===== config.mk =====
export PLATFORM = sky130hd
export DESIGN_NAME = bcd2bin
export DESIGN_NICKNAME = d
export VERILOG_FILES = /design/src/rtl/bcd2bin.sv
export SDC_FILE = /design/constraint.sdc
export NUM_CORES = 1
export LEC_CHECK = 0
export BUFFER_PORTS_ARGS = -buffer_cell sky130_fd_sc_hd__clkbuf_2
export CAP_MARGIN = 20
export CORE_ASPECT_RATIO = 1.25
export CORE_UTILIZATION = 53
export DETAILED_ROUTE_END_ITERATION = 6
export PLACE_DENSITY = 0.87
export SLEW_MARGIN = 20
export SYNTH_ARGS = -nofsm -noshare
export SYNTH_HDL_FRONTEND = slang
export SYNTH_SLANG_ARGS = --single-unit

===== constraint.sdc =====
create_clock -name clk -period 2.98 [get_ports clk]
set_input_delay 0.298 -clock clk [delete_from_list [all_inputs] [get_ports clk]]
set_output_delay 0.298 -clock clk [all_outputs]
set_load 0.01 [all_outputs]

===== src/rtl/bcd2bin.sv =====
// ---------------------------------------------------------------------------
// bcd2bin : sequential BCD-to-binary converter.
//
// Accepts eight packed BCD digits plus a sign flag and produces a 28-bit
// two's-complement integer. One digit is folded in per clock, most
// significant first, as acc = acc*10 + d, with *10 built from two shifts.
//
// Ports
//   clk        in   1   system clock, rising edge
//   rst        in   1   asynchronous active-high reset
//   valid_in   in   1   operand present on bcd/sign (taken only when ready)
//   bcd        in  32   digit k = bcd[4k+3:4k], digit 7 most significant
//   sign       in   1   1 = operand is negative
//   ready      out  1   converter idle, operand can be accepted
//   valid_out  out  1   one-cycle pulse, bin/error valid
//   bin        out 28   signed result, held until the next result
//   error      out  1   operand contained a digit > 9 (bin forced to 0)
// ---------------------------------------------------------------------------
module bcd2bin (
  input  logic        clk,
  input  logic        rst,
  input  logic        valid_in,
  input  logic [31:0] bcd,
  input  logic        sign,
  output logic        ready,
  output logic        valid_out,
  output logic [27:0] bin,
  output logic        error
);

  typedef enum logic [1:0] {
    IDLE = 2'd0,
    CONV = 2'd1,
    DONE = 2'd2
  } state_t;

  state_t      state_r;
  state_t      state_s;

  logic [31:0] shift_r;     // remaining digits, current digit in the top nibble
  logic [26:0] acc_r;       // unsigned magnitude accumulator
  logic [2:0]  cnt_r;       // digits processed so far, wraps 7->0 on the last
  logic        err_r;       // sticky invalid-digit flag for this operand
  logic        sign_r;      // sign captured at acceptance

  logic [3:0]  digit_s;
  logic [26:0] acc_next_s;
  logic [27:0] result_s;

  // State register.
  always_ff @(posedge clk or posedge rst) begin
    if (rst) begin
      state_r <= IDLE;
    end else begin
      state_r <= state_s;
    end
  end

  // Next-state logic. DONE lasts two cycles: the first registers the result
  // and raises valid_out, the second drops valid_out and returns to IDLE.
  always_comb begin
    state_s = state_r;
    case (state_r)
      IDLE: begin
        if (valid_in) begin
          state_s = CONV;
        end else begin
          state_s = IDLE;
        end
      end
      CONV: begin
        if (cnt_r == 3'd7) begin
          state_s = DONE;
        end else begin
          state_s = CONV;
        end
      end
      DONE: begin
        if (valid_out) begin
          state_s = IDLE;
        end else begin
          state_s = DONE;
        end
      end
      default: begin
        state_s = IDLE;
      end
    endcase
  end

  // Output and datapath combinational terms.
  always_comb begin
    ready      = (state_r == IDLE);
    digit_s    = shift_r[31:28];
    // acc*10 = acc*8 + acc*2; invalid digits may wrap, result is discarded
    acc_next_s = (acc_r << 3) + (acc_r << 1) + {23'd0, digit_s};
    if (err_r) begin
      result_s = 28'd0;
    end else if (sign_r) begin
      // zero magnitude negates to zero, so there is no negative zero
      result_s = 28'd0 - {1'b0, acc_r};
    end else begin
      result_s = {1'b0, acc_r};
    end
  end

  // Datapath and registered outputs.
  always_ff @(posedge clk or posedge rst) begin
    if (rst) begin
      shift_r   <= 32'd0;
      acc_r     <= 27'd0;
      cnt_r     <= 3'd0;
      err_r     <= 1'b0;
      sign_r    <= 1'b0;
      valid_out <= 1'b0;
      bin       <= 28'd0;
      error     <= 1'b0;
    end else begin
      case (state_r)
        IDLE: begin
          valid_out <= 1'b0;
          if (valid_in) begin
            shift_r <= bcd;
            sign_r  <= sign;
            acc_r   <= 27'd0;
            cnt_r   <= 3'd0;
            err_r   <= 1'b0;
          end
        end
        CONV: begin
          acc_r   <= acc_next_s;
          shift_r <= {shift_r[27:0], 4'd0};
          cnt_r   <= cnt_r + 3'd1;
          if (digit_s > 4'd9) begin
            err_r <= 1'b1;
          end
        end
        DONE: begin
          if (!valid_out) begin
            bin       <= result_s;
            error     <= err_r;
            valid_out <= 1'b1;
          end else begin
            valid_out <= 1'b0;
          end
        end
        default: begin
          valid_out <= 1'b0;
        end
      endcase
    end
  end

endmodule


==> run_results.csv <==
group,metric,value,unit
global_route,antenna_found_initial,0,
clock_tree,clock_sinks,96,
clock_tree,clockBufferDepth,2,
yosys,yosysWarningCount,0,
finish,utilization,0.6402,
min_path,hold_class,"input port to flop",
worst_setup_path,cp-end-kind,"flop",
finish,layout.nets,798,
clock_tree,clk_pin_slew,0.07,ns
detailed_routing,first_iter_violations,327,
yosys,synth_area_per_cell,9.095,um2
worst_setup_path,critPathMaxFanout,3,
yosys,yosys-top-cells-area,"dfrtp_1 (41%), ha_1 (11%), nand2_1 (7.5%), xnor2_1 (4.9%), o21ai_0 (4.0%)",
detailed_routing,drt_pre_antenna_iters,5,
detailed_routing,ant_nets,0,
yosys,synth_nets,733,
place,routabilityCongestion,0.8535,
min_path,worst_hold_path.num_cells,3,
worst_setup_path,crit_type,"flop to flop",
status,status,"complete, no violations",
clock_tree,htreeDepth,3,
die,pin_count,67,
clock_tree,cts_tree,"built",
clock_tree,cts_buffers,9,
detailed_routing,drc,0,
place,dp.cells,827,
yosys,synth_common_cells,"nand2_1 (117), dfrtp_1 (96), ha_1 (51)",
finish,area_delta_synth_final,16.60,%
die,rows,42,
yosys,synth-edff-count,0,
finish,diodes,0,
die,fp.dieW,96.03,um
yosys,synth-seq-cells,96,
worst_setup_path,arrival,3.06,ns
global_route,grt_max_degree,69,
finish,layout-drive-gt1-share,0.1821,
place,placed_area,6390,um2
yosys,synthArstFlopShare,1.000,
global_route,grt_remaining_overflow,0,
finish,final_cells,846,
place,dp_hpwl,10260,um
global_route,track_usage,0.2603,
detailed_routing,wl_per_cell,16.74,um
global_route,grt_pass1_wl,23420,um
die,coreArea,10670,um2
timing,clock_skew,0.01184,ns
worst_setup_path,slowest_delay,0.47,ns
timing,report.final.slew_viol_count,0,
timing,post-route-period-util,0.9524,
timing,holdWs,0.1480,ns
job,drv_cap,0,
clock_tree,root_buffer,"clkbuf_16",
timing,period_needed,2.838,ns
timing,setup_viol,0,
worst_setup_path,start_kind,"flop",
place,port_buffers,66,
worst_setup_path,path_cells,"inv_1, fa_2, fa_2, nor2b_2, o2111ai_2, a31oi_2, o21ai_1, buf_4, o31ai_2, xnor2_1, o21ai_0",
yosys,netlist.area_leader.share,0.4102,
yosys,synth.most_common_cell,"nand2_1",
global_route,grt_pass1_vias,5021,
yosys,synth.largest_area_cell,"dfrtp_1",
die,die_area,11480,um2
die,initial_core_util,0.5490,
yosys,netlist_instances,644,
worst_setup_path,cp.required,3.21,ns
yosys,synth_flop_cell,"dfrtp_1",
timing,hold_viol,0,
die,chipHeight,119.5,um
timing,worst_pin_slew,0.9261,ns
worst_setup_path,reg2regPathDepth,11,
detailed_routing,vias,5151,
detailed_routing,wl,14160,um
worst_setup_path,slowest_stage,"fa_2",
yosys,syn_area,5857,um2
finish,design_area,6829,um2
detailed_routing,avgViaCountPerCell,6.089,
yosys,synth_cell_types,49,
timing,max_freq,352.3,MHz
timing,relSlewSlack,0.3826,
worst_setup_path,cp_common_cell,"fa_2",
yosys,synth-seq-area-share,0.4102,
clock_tree,clock_latency,0.35,ns
[cells in the final DEF (no fill, tap or decap), types with 10 or more instances in the layout]
| cell type | synthesis | final |
|---|---|---|
| o31ai_1 | 17 | 16 |
| xor2_1 | 16 | 16 |
| inv_1 | 13 | 12 |
| clkbuf_2 | 0 | 66 |
| o21ai_0 | 47 | 45 |
| dfrtp_1 | 96 | 96 |
| a21o_1 | 10 | 10 |
| nand3_1 | 29 | 29 |
| a22o_1 | 20 | 20 |
| a21oi_1 | 18 | 17 |
| a31oi_1 | 37 | 36 |
| nor2_1 | 40 | 40 |
| nand2_1 | 117 | 116 |
| ha_1 | 51 | 51 |
| xnor2_1 | 33 | 33 |
| buf_4 | 0 | 21 |
[state kept, by name (all words and copies together) (netlist names)]
register   count
acc_r         27
bin           28
cnt_r          3
err_r          1
error          1
shift_r       32
sign_r         1
state_r        2
valid_out      1
[kinds of logic after synthesis]
kind of cell,synth area share
flip-flops,0.4102
AO/OA/AOI/OAI,0.2023
buffers and inverters,0.03162
multiplexers,0.003632
XOR/XNOR,0.07327
adder cells (fa/ha/maj),0.1158
AND/OR/NAND/NOR,0.1632
[layout make-up]
cell class	instances	area (um2)
multi-input combinational	499	3348
clock buffer	9	225.2
sequential	96	2402
timing repair buffer	90	538.0
clock inverter	7	100.1
tap	132	165.2
fill	831	3839
inverter	13	50.05
[metrics by stage]
step | setup WS (ns) | TNS, ns
3_3_place_gp | 0.08960 | 0
2_1_floorplan | 0.09182 | 0
5_1_grt | -0.01678 | -0.01678
6_report | 0.1419 | 0
4_1_cts | 0.005942 | 0
3_5_place_dp | -0.02142 | -0.03492
[layer usage]
layer / vias up / GRT usage / routed length (um)
met1: 2488 / 0.3229 / 5956
met5: - / 0 / 0
met3: 35 / 0.03866 / 675
met4: 0 / 0.1157 / 399
met2: 179 / 0.4406 / 7129
li1: 2449 / - / -
[repair_timing]
action                     CTS  global route
setup endpoints to repair    3            10
hold buffers                 0             1
pin swaps                    1             4
buffers inserted             0             1
resized for setup            3            15
cloned                       0             0
hold endpoints to repair     0            25
[critical path: cells and delay by family, from the launching register on]
kind	cells	cell delay, ns
adders and majority gates	2	0.89
AOI/OAI and AO/OA	5	0.86
DFF	1	0.39
buffers and inverters	2	0.27
and+or+nand+nor	1	0.18
xor gates and xnor gates	1	0.14
[final timing paths]
| check | startpoint | to | slack (ns) |
|---|---|---|---|
| worst min register to register | bin[27]$_DFFE_PP0P_ | bin[27]$_DFFE_PP0P_ | 0.49 |
| worst max-delay path | shift_r[31]$_DFFE_PP0P_ | acc_r[20]$_DFFE_PP0P_ | 0.14 |
| max in group asynchronous | rst | state_r[0]$_DFF_PP0_ | 1.67 |
| worst max register to register | shift_r[31]$_DFFE_PP0P_ | acc_r[20]$_DFFE_PP0P_ | 0.14 |
| min in group asynchronous | rst | acc_r[18]$_DFFE_PP0P_ | 0.49 |
| worst min-delay path | bcd[0] | shift_r[0]$_DFFE_PP0P_ | 0.15 |
Power is not shown: default switching activity piles up to over one toggle a cycle in this logic, so the estimate is an artifact.
